<file path="config.mk">
export PLATFORM = sky130hd
export DESIGN_NAME = regfile_exec_sequencer
export DESIGN_NICKNAME = d
export VERILOG_FILES = /design/src/rtl/regfile_exec_sequencer.sv
export SDC_FILE = /design/constraint.sdc
export NUM_CORES = 1
export LEC_CHECK = 0
export CAP_MARGIN = 15
export CORE_UTILIZATION = 39
export CTS_BUF_LIST = sky130_fd_sc_hd__clkbuf_4 sky130_fd_sc_hd__clkbuf_8
export DETAILED_ROUTE_END_ITERATION = 12
export GPL_TIMING_DRIVEN = 0
export PLACE_DENSITY = 0.74
export REMOVE_ABC_BUFFERS = 1
export SETUP_SLACK_MARGIN = 0.15
export SYNTH_ARGS = -nofsm -noshare
export SYNTH_HDL_FRONTEND = slang
export SYNTH_SLANG_ARGS = --single-unit
</file>
<file path="constraint.sdc">
create_clock -name clk -period 6.9 [get_ports clk]
set_input_delay 1.38 -clock clk [delete_from_list [all_inputs] [get_ports clk]]
set_output_delay 1.38 -clock clk [all_outputs]
set_load 0.01 [all_outputs]
</file>
<file path="src/rtl/regfile_exec_sequencer.sv">
// Multi-cycle execute sequencer for an 8-entry register file: read, execute, write back.
// Optional REGFILE_EXEC_SEQ_MUL_EN turns opcode 111 from NOP into an iterative unsigned MUL.
module regfile_exec_sequencer #(
  parameter int unsigned WIDTH = 8
) (
  input  logic             clk,
  input  logic             rst_n,
  input  logic             instr_valid,
  output logic             instr_ready,
  input  logic [2:0]       op,
  input  logic [2:0]       rd,
  input  logic [2:0]       rs1,
  input  logic [2:0]       rs2,
  input  logic [WIDTH-1:0] imm,
  output logic [2:0]       ra1,
  output logic [2:0]       ra2,
  input  logic [WIDTH-1:0] rd1,
  input  logic [WIDTH-1:0] rd2,
  output logic             we3,
  output logic [2:0]       wa3,
  output logic [WIDTH-1:0] wd3,
  output logic             busy,
  output logic             done,
  output logic             zero,
  output logic             carry
);

  localparam logic [2:0] OP_ADD  = 3'd0;
  localparam logic [2:0] OP_SUB  = 3'd1;
  localparam logic [2:0] OP_AND  = 3'd2;
  localparam logic [2:0] OP_OR   = 3'd3;
  localparam logic [2:0] OP_XOR  = 3'd4;
  localparam logic [2:0] OP_SLTU = 3'd5;
  localparam logic [2:0] OP_LI   = 3'd6;

`ifdef REGFILE_EXEC_SEQ_MUL_EN
  localparam int unsigned CW = $clog2(WIDTH) + 1;
  localparam int unsigned PW = 2 * WIDTH;
  typedef enum logic [2:0] {IDLE, READ, EXEC, WB, MUL} state_t;
`else
  typedef enum logic [2:0] {IDLE, READ, EXEC, WB} state_t;
`endif

  state_t           state_q, state_d;
  logic             instr_ready_q, instr_ready_d;
  logic             busy_q, busy_d;
  logic             done_q, done_d;
  logic             we3_q, we3_d;
  logic [2:0]       ra1_q, ra1_d;
  logic [2:0]       ra2_q, ra2_d;
  logic [2:0]       wa3_q, wa3_d;
  logic [WIDTH-1:0] wd3_q, wd3_d;
  logic             zero_q, zero_d;
  logic             carry_q, carry_d;
  logic [2:0]       op_q, op_d;
  logic [WIDTH-1:0] imm_q, imm_d;
  logic [WIDTH-1:0] a_q, a_d;
  logic [WIDTH-1:0] b_q, b_d;
`ifdef REGFILE_EXEC_SEQ_MUL_EN
  logic [PW-1:0]    acc_q, acc_d;
  logic [CW-1:0]    cnt_q, cnt_d;
  logic [PW-1:0]    acc_next;
`endif

  logic [WIDTH:0]   sum;
  logic [WIDTH:0]   diff;
  logic [WIDTH-1:0] alu_res;
  logic             alu_carry;
  logic             upd_flags;

  always_ff @(posedge clk) begin
    if (!rst_n) begin
      state_q       <= IDLE;
      instr_ready_q <= 1'b1;
      busy_q        <= 1'b0;
      done_q        <= 1'b0;
      we3_q         <= 1'b0;
      ra1_q         <= '0;
      ra2_q         <= '0;
      wa3_q         <= '0;
      wd3_q         <= '0;
      zero_q        <= 1'b0;
      carry_q       <= 1'b0;
      op_q          <= '0;
      imm_q         <= '0;
      a_q           <= '0;
      b_q           <= '0;
`ifdef REGFILE_EXEC_SEQ_MUL_EN
      acc_q         <= '0;
      cnt_q         <= '0;
`endif
    end else begin
      state_q       <= state_d;
      instr_ready_q <= instr_ready_d;
      busy_q        <= busy_d;
      done_q        <= done_d;
      we3_q         <= we3_d;
      ra1_q         <= ra1_d;
      ra2_q         <= ra2_d;
      wa3_q         <= wa3_d;
      wd3_q         <= wd3_d;
      zero_q        <= zero_d;
      carry_q       <= carry_d;
      op_q          <= op_d;
      imm_q         <= imm_d;
      a_q           <= a_d;
      b_q           <= b_d;
`ifdef REGFILE_EXEC_SEQ_MUL_EN
      acc_q         <= acc_d;
      cnt_q         <= cnt_d;
`endif
    end
  end

  // ALU on the captured operands; flags follow the WIDTH+1 bit intermediate
  always_comb begin
    sum       = {1'b0, a_q} + {1'b0, b_q};
    diff      = {1'b0, a_q} - {1'b0, b_q};
    alu_res   = sum[WIDTH-1:0];
    alu_carry = 1'b0;
    upd_flags = 1'b1;
    case (op_q)
      OP_ADD:  begin alu_res = sum[WIDTH-1:0];  alu_carry = sum[WIDTH];  end
      OP_SUB:  begin alu_res = diff[WIDTH-1:0]; alu_carry = diff[WIDTH]; end
      OP_AND:  alu_res = a_q & b_q;
      OP_OR:   alu_res = a_q | b_q;
      OP_XOR:  alu_res = a_q ^ b_q;
      OP_SLTU: alu_res = WIDTH'(a_q < b_q);
      OP_LI:   begin alu_res = imm_q; upd_flags = 1'b0; end
      default: upd_flags = 1'b0;
    endcase
  end

  always_comb begin
    state_d = state_q;
    done_d  = 1'b0;
    we3_d   = 1'b0;
    ra1_d   = ra1_q;
    ra2_d   = ra2_q;
    wa3_d   = wa3_q;
    wd3_d   = wd3_q;
    zero_d  = zero_q;
    carry_d = carry_q;
    op_d    = op_q;
    imm_d   = imm_q;
    a_d     = a_q;
    b_d     = b_q;
`ifdef REGFILE_EXEC_SEQ_MUL_EN
    acc_d    = acc_q;
    cnt_d    = cnt_q;
    acc_next = acc_q + (b_q[0] ? (PW'(a_q) << cnt_q) : '0);
`endif

    case (state_q)
      IDLE: begin
        if (instr_valid && instr_ready_q) begin
          op_d    = op;
          imm_d   = imm;
          ra1_d   = rs1;
          ra2_d   = rs2;
          wa3_d   = rd;
          state_d = READ;
        end
      end
      READ: begin
        a_d     = rd1;
        b_d     = rd2;
        state_d = EXEC;
      end
      EXEC: begin
        if (op_q == 3'd7) begin
`ifdef REGFILE_EXEC_SEQ_MUL_EN
          acc_d   = '0;
          cnt_d   = '0;
          state_d = MUL;
`else
          done_d  = 1'b1;
          state_d = IDLE;
`endif
        end else begin
          wd3_d   = alu_res;
          we3_d   = 1'b1;
          done_d  = 1'b1;
          state_d = WB;
          if (upd_flags) begin
            zero_d  = (alu_res == '0);
            carry_d = alu_carry;
          end
        end
      end
      WB: begin
        state_d = IDLE;
      end
`ifdef REGFILE_EXEC_SEQ_MUL_EN
      // One multiplier bit per cycle; the last iteration commits straight to WB
      MUL: begin
        acc_d = acc_next;
        b_d   = b_q >> 1;
        cnt_d = cnt_q + CW'(1);
        if (cnt_q == CW'(WIDTH - 1)) begin
          wd3_d   = acc_next[WIDTH-1:0];
          zero_d  = (acc_next[WIDTH-1:0] == '0);
          carry_d = |acc_next[PW-1:WIDTH];
          we3_d   = 1'b1;
          done_d  = 1'b1;
          state_d = WB;
        end
      end
`endif
      default: state_d = IDLE;
    endcase

    instr_ready_d = (state_d == IDLE);
    busy_d        = (state_d != IDLE);
  end

  assign instr_ready = instr_ready_q;
  assign busy        = busy_q;
  assign done        = done_q;
  assign we3         = we3_q;
  assign ra1         = ra1_q;
  assign ra2         = ra2_q;
  assign wa3         = wa3_q;
  assign wd3         = wd3_q;
  assign zero        = zero_q;
  assign carry       = carry_q;

endmodule
</file>
==> results of run 1 <==
==> path summary, 6_finish.rpt <==
path                 from      to  slack [ns]  cells after the start
setup / recovery  op_q[1]    zero        3.97                      7
hold / removal     wd3[0]  wd3[0]        0.46                      2
setup reg to reg  op_q[1]    zero        3.97                      7
hold reg to reg    wd3[0]  wd3[0]        0.46                      2
==> stage by stage <==
step / hold slack, ns / util [%]
5_1_grt: 0.477 / 50.0
2_1_floorplan: 0.432 / -
3_5_place_dp: 0.448 / 48.8
6_report: 0.459 / 50.0
3_3_place_gp: 0.439 / 48.6
4_1_cts: 0.462 / 50.0
==> layout by cell type, fill, tap and decap left out, types with 6 or more instances in the layout <==
cell	Yosys	final
nand2b_1	6	6
nor2b_1	6	6
dfxtp_1	53	53
nand2_1	98	98
nor2_1	25	25
a211oi_1	6	6
inv_1	28	28
o21ai_0	14	14
nand3_1	6	6
ha_1	24	24
a21oi_1	53	53
clkdlybuf4s50_1	0	61
==> power by group <==
| part | switching [mW] | internal [mW] |
|---|---|---|
| registers | 0.0126 | 0.316 |
| clock network | 0.107 | 0.0757 |
| logic | 0.0602 | 0.0582 |
| total | 0.180 | 0.450 |
==> cell families after synthesis <==
kind of cell | share of synthesized area, %
XOR/XNOR | 0.557
adder cells (fa/ha/maj) | 10.8
multiplexers | 1.71
buffers and inverters | 6.88
AND/OR/NAND/NOR | 22.7
flip-flops | 33.7
other | 0.119
AO/OA/AOI/OAI | 23.6
==> layer usage <==
layer	up-vias	track usage, %	wire length, um
met5	-	0	0
met4	0	5.60	133
met3	10	3.07	326
met2	82	32.3	3720
met1	1358	26.9	3930
li1	1514	-	-
==> flip-flops by register name, summed over array words and instances, names as in the netlist <==
| name | cells |
|---|---|
| a_q | 8 |
| b_q | 8 |
| busy | 1 |
| carry | 1 |
| done | 1 |
| imm_q | 8 |
| instr_ready | 1 |
| op_q | 3 |
| ra1 | 3 |
| ra2 | 3 |
| state_q | 3 |
| wa3 | 3 |
| wd3 | 8 |
| we3 | 1 |
| zero | 1 |
==> cell type report <==
cell class                 instances  area [sq um]  share of cell area, %
clock inverter                     2          15.0                  0.386
clock buffer                       6          76.3                   1.96
tap                              102           128                   3.28
multi-input combinational        312          1870                   48.1
sequential                        53          1060                   27.3
inverter                          29           109                   2.80
timing repair buffer              63           627                   16.1
==> worst reg2reg max path, delay by kind of cell (launching register included) <==
| kind | cells | cell delay (ns) |
|---|---|---|
| and+or+nand+nor | 3 | 0.83 |
| DFF | 1 | 1.08 |
| AOI/OAI and AO/OA | 4 | 0.94 |
==> results, run 1 <==
- The run finished with clean final reports.
- The post-detailed-route DRC marker count is 0.
- The finished cells cover 3890 sq um.
- For this design, the slowest cell found on the critical path is dfxtp_1.
- Leaving out filler cells and counting taps, the final layout contains 567.
- The routed length per placed instance is 14.3 um.
- The total number of clock tree sinks is 53.
- The cell count after synthesis is ~420.
- For this run, the top clock speed supported by timing is approximately 0.34 GHz.
- The synthesized flop and latch total is 53.
- The static leakage is 1.42 nW.
- The clock insertion delay at the later pin of the skew report is about 0.31 ns.
- The die boundary height is 91.8 um.
- The final weighted congestion in routability-driven placement is 0.851.
- The number of instances in the placed design is 558.
- Clock-pin slew was measured on the worst setup and hold paths at 0.10 ns.
- In the synthesized netlist the dominant register cell turns out to be dfxtp_1.
- The share of async-settable or async-resettable flops after synthesis is 0%.
- The ratio of routed vias to standard cells is 5.23.
- The number of cells upsized or downsized after cts is 0.
- The net count of the finished layout is 529.
- After detailed placement, the total cell area comes to 3790 sq um.
- The boundary pin count is 62.
- The hold-fix buffer count after cts is 0.
- The routed layout has 2964 vias.
- The accumulated negative setup slack is 0 ns.
- The most repeated cell in the gate-level netlist after synthesis is nand2_1.
- The count of final setup violators is 0.
- The distinct cell type count after synthesis is 61.
- The number of antenna violations at the first check in global routing is 0.
- The count of routing violations after the opening detailed-route iteration is 200.
- The average cell area after synthesis is between 7 and 8 sq um.
- The proportion of synthesized chip area in sequential cells is 33.7%.
- TritonCTS created 5 clock buffers.
- The final hold violation count is 0.
- The number of global-route vias before repair came to 2697.
- The pin slew with the least headroom to its limit is 1.13 ns.
- The type of the worst min-delay path is register to register.
- The number of slew-limit violations in the final report was 0.
- Summed over all layers, the global routing overflow is 0.
- In this run the core area contains 32 standard-cell rows.
- The count of TritonRoute iterations in the first routing pass is 5.
- During synthesis, Yosys emitted a total of 0 warnings.
- The critical path contains buffers and inverters numbering 0 combined.
- STA classifies the critical path endpoint as a register.
- The area added between synthesis and finish is 23.5%.
- The number of H-tree branching levels is 2.
- The arrival time at the worst endpoint is 3.16 ns.
- Global routing used 19.8% of the available tracks across all layers.
- The number of post-CTS setup repair buffers is 0.
- Once the floorplan was initialized, standard cells occupied 40.5% of the core.
- The tool flagged a number of max-cap violations equal to 0.
- In this run the tightest slew margin relative to its limit is 24.3%.
- The clock tree from TritonCTS is built.
- The first-pass GRT wire length is 13.2 mm.
- The x dimension of the die is 91.8 um.
- The clock arrives with just over 0.009 ns of skew.
- Entering global routing, the biggest net connects 47 pins.
- The commonest cells after synthesis are nand2_1 (98), a21oi_1 (53), dfxtp_1 (53), inv_1 (28), nor2_1 (25).
- Ranked by total cell area, the synthesized netlist is headed by dfxtp_1 (34%), nand2_1 (12%), ha_1 (9.5%), a21oi_1 (8.4%), inv_1 (3.3%).
- dfxtp_1 takes more of the synthesized area than any other cell.
- In this run, synthesis inferred 0 flip-flops with an integrated enable.
- For the finished layout, the period the worst path requires is roughly 2.9 ns.
- The synthesized area is between 3000 and 4000 sq um.
- The core region area is 7770 sq um.
- The deepest clock path buffer count is 2.
- The post-route clock period utilization is 42.4%.
- The number of antenna diodes in the final layout is 0.
- The maximum cell stage delay along the critical path is about 1.1 ns.
- Setup repair after global routing left no endpoint under its margin.
- In this run the clock root is driven by a clkbuf_8.
- The full die area is 8440 sq um.
- Grouping stages by cell kind, the critical path spends the most delay in flip-flops.
- The routed design has 8.11 mm of wire.
- Port buffering added 61 buffers.
- In this run the power density over the cells is approximately 160 nW/um^2.
- The worst vdd rail ir drop is around 93 uV.
- The top-area cell type share of the netlist area is 33.7%.
- The endpoint required time on the critical path is 7.13 ns.
- OpenSTA, run right after detailed placement, puts the worst setup slack at ~4 ns.
- The post-detailed-placement half-perimeter wirelength is 5.88 mm.
- The worst path meets setup with 3.97 ns of slack.
- The total of fill cells in the finished design is between 700 and 800.
- Walking the worst path, the cells encountered are nor3_2 -> nor2_1 -> o32ai_1 -> a31oi_1 -> o211a_1 -> nand4_1 -> o31ai_2.
- STA classifies the critical path startpoint as a register.
- The count of nets left with antenna violations once routing finished came out at 0.
- Total power for the finished layout comes to 0.630 mW.
- The worst setup path is of the register to register kind.
- In this run the worst path has a maximum fanout of 34.
- The layout cell share with drive strength beyond 1 is 4.52%.
Note: power is estimated with default switching activity, not from simulation.
==> run 2: changes to the inputs <==
==> constraint.sdc (replaced) <==
create_clock -name clk -period 2.92 [get_ports clk]
set_input_delay 0.584 -clock clk [delete_from_list [all_inputs] [get_ports clk]]
set_output_delay 0.584 -clock clk [all_outputs]
set_load 0.01 [all_outputs]
==> results, run 2 (synthesized netlist as in run 1, its figures left out) <==
- The largest net degree at the start of global routing is 47 (unchanged).
- The count of routing violations after the opening detailed-route iteration is 193 (was 200).
- The clock-pin slew reported for the worst setup and hold paths after clock tree synthesis was 0.10 ns (about the same).
- The pin slew with the least headroom to its limit is 0.779 ns (was 1.13 ns).
- The final hold violation count is 0 (unchanged).
- The combined buffer and inverter count along the critical path is 1 (was 0).
- The clock insertion delay at the later pin of the skew report came to 0.31 ns (about the same).
- The type of the worst min-delay path is register to register (unchanged).
- The clock tree from TritonCTS is built (unchanged).
- The area added between synthesis and finish is 23.7% (was 23.5%).
- The net count of the finished layout came to 529 (unchanged).
- The most common cell after layout, fill and taps aside was nand2_1 (unchanged).
- The total of fill cells in the finished design is 797 (was 798).
- The deepest clock path buffer count was 2 (unchanged).
- The worst-path maximum fanout is 6 (was 34).
- Commonest cells after routing, fill and taps aside: nand2_1 (98), clkdlybuf4s50_1 (61), a21oi_1 (53) (was nand2_1 (98), clkdlybuf4s50_1 (61), a21oi_1 (53), dfxtp_1 (53), inv_1 (28)).
- The count of input and output buffers is 61 (unchanged).
- The achievable frequency was 0.389 GHz (was 0.341 GHz).
- The boundary pin count was 62 (unchanged).
- The count of final setup violators was 0 (unchanged).
- The layout cell share with drive strength beyond 1 is 5.38% (was 4.52%).
- The max-slew headroom at the worst pin is 48.0% (was 24.3%).
- The number of post-CTS setup repair buffers was 0 (unchanged).
- The vias after detailed routing came to 2963 (was 2964).
- The routed length per placed instance is 14.2 um (was 14.3 um).
- The power per standard cell area is 382 nW/um^2 (was 162 nW/um^2).
- The number of rows in the core area came to 32 (unchanged).
- The overall global routing resource usage is 19.8% (unchanged).
- List of cells traversed by the critical path: inv_1 -> ha_1 -> o21ba_1 -> or4_4 -> a31o_1 -> a211o_1 -> nand2_1 -> nand2_1 -> o31ai_2 (was nor3_2 -> nor2_1 -> o32ai_1 -> a31oi_1 -> o211a_1 -> nand4_1 -> o31ai_2).
- The overflow left after global routing is 0 (unchanged).
- The number of maximum-capacitance constraint violations is 0 (unchanged).
- The initial core utilization is 40.5% (unchanged).
- Outcome: completed (unchanged).
- The ratio of routed vias to standard cells came to 5.23 (about the same).
- The sort of element at the start of the critical path is a register (unchanged).
- The core region area came to 7770 sq um (unchanged).
- The maximum cell stage delay along the critical path is 0.48 ns (was 1.08 ns).
- The type of the worst setup path is register to register (unchanged).
- The final weighted congestion in routability-driven placement is 0.851 (unchanged).
- The post-route clock period utilization is 87.9% (was 42.4%).
- The number of slew-limit violations in the final report came to 0 (unchanged).
- The die boundary height came to 91.8 um (unchanged).
- The arrival time at the worst endpoint is 2.80 ns (was 3.16 ns).
- The time the final worst path needs with I/O delays and setup came to 2.57 ns (was 2.93 ns).
- The largest delay contributor family on the critical path is compound AO/OA/AOI/OAI gates (was flip-flops).
- Among the stages of the critical path, the cell type that occurs most often is nand2_1.
- The post-detailed-route DRC marker count is 0 (unchanged).
- The endpoint required time on the critical path is 3.15 ns (was 7.13 ns).
- The post-detailed-placement half-perimeter wirelength is 5.88 mm (unchanged).
- The number of global-route vias before repair is 2697 (unchanged).
- The total number of clock tree sinks is 53 (unchanged).
- The accumulated negative setup slack was 0 ns (unchanged).
- The critical path endpoint category was a register (unchanged).
- The count of TritonRoute iterations in the first routing pass is 4 (was 5).
- The clock root buffer was clkbuf_8 (unchanged).
- The remaining antenna violation count came to 0 (unchanged).
- The total CTS buffers is 5 (unchanged).
- The library cell contributing the largest single delay on the critical path is dfxtp_1 (unchanged).
- The clock skew after layout is 0.00620 ns (was 0.00908 ns).
- The first-pass GRT wire length is 13.2 mm (unchanged).
- Unrepaired setup endpoints after global routing: no (unchanged).
- The count of inserted antenna diode cells is 0 (unchanged).
- The total routed wirelength is 8.07 mm (was 8.11 mm).
- The static leakage is 1.42 nW (about the same).
- The worst slack on hold paths is 0.459 ns (about the same).
- The number of antenna violations at the first check in global routing was 0 (unchanged).
- The full die area is 8440 sq um (unchanged).
- The worst vdd rail ir drop is 219 uV (was 92.6 uV).
- The number of H-tree branching levels was 2 (unchanged).
- The x dimension of the die came to 91.8 um (unchanged).
run 2: changes by cell type in the layout (fill, tap and decap cells not counted):
| cell | delta |
|---|---|
| o31ai_1 | -1 |
| dfxtp_2 | +3 |
| o31ai_2 | +1 |
| dfxtp_1 | -3 |
run 2: path summary, 6_finish.rpt:
| path | startpoint | endpoint | cells past startpoint | slack (ns) |
|---|---|---|---|---|
| setup / recovery | a_q[1] | zero | 9 | 0.35 |
| hold / removal | ra1[0] | ra1[0] | 2 | 0.46 |
| setup reg to reg | a_q[1] | zero | 9 | 0.35 |
| hold reg to reg | ra1[0] | ra1[0] | 2 | 0.46 |
run 2: layer usage:
metal,GRT usage (%),share of wire (%),vias to the layer above
met5,0,0,-
met4,5.60,1.4,0
met3,3.07,4.8,8
met2,32.3,46,86
met1,26.9,48,1356
li1,-,-,1513
run 2: stage by stage:
stage | power (mW) | util, % | setup WS, ns | instance area, sq um | cells
after floorplan | 0.941 | - | 0.608 | 3040 | 394
after global placement | 1.06 | 48.6 | 0.0967 | 3780 | 557
after detailed placement | 1.07 | 48.8 | 0.0697 | 3790 | 558
after CTS | 1.51 | 50.0 | 0.217 | 3880 | 566
after global routing | 1.56 | 50.1 | 0.191 | 3890 | 567
final | 1.49 | 50.1 | 0.352 | 3890 | 567
run 2: report_power, final:
part / internal, mW / switching (mW) / leakage, nW / total (mW)
sequential: 0.747 / 0.0301 / 0.432 / 0.777
combinational: 0.137 / 0.142 / 0.950 / 0.280
clock: 0.179 / 0.250 / 0.0408 / 0.429
total: 1.06 / 0.423 / 1.42 / 1.49
run 2: worst min-delay path, cell delays in order, from the launching register on:
cell,delay (ns)
dfxtp_1,0.32
nand2_1,0.05
a21oi_1,0.05
run 2: area by class of cell:
cell class	instances	area [sq um]	area share, %
Clock buffer	6	76.3	1.96
Multi-Input combinational cell	312	1880	48.2
Tap cell	102	128	3.28
Sequential cell	53	1060	27.3
Inverter	29	109	2.79
Clock inverter	2	15.0	0.385
Timing Repair Buffer	63	627	16.1
run 2: repair_timing:
action                     4_1_cts  5_1_grt
cloned                           0        0
hold buffers                     0        0
setup endpoints to repair        4        3
resized for setup                1        3
==> run 3: changes to the inputs <==
--- a/config.mk
+++ b/config.mk
@@ -10,6 +10,7 @@
 export CTS_BUF_LIST = sky130_fd_sc_hd__clkbuf_4 sky130_fd_sc_hd__clkbuf_8
 export DETAILED_ROUTE_END_ITERATION = 12
 export GPL_TIMING_DRIVEN = 0
+export HOLD_SLACK_MARGIN = 0.03
 export PLACE_DENSITY = 0.74
 export REMOVE_ABC_BUFFERS = 1
 export SETUP_SLACK_MARGIN = 0.15
==> results of run 3 <==
Same layout as run 2: the final DEF is identical, and so are final timing and power.
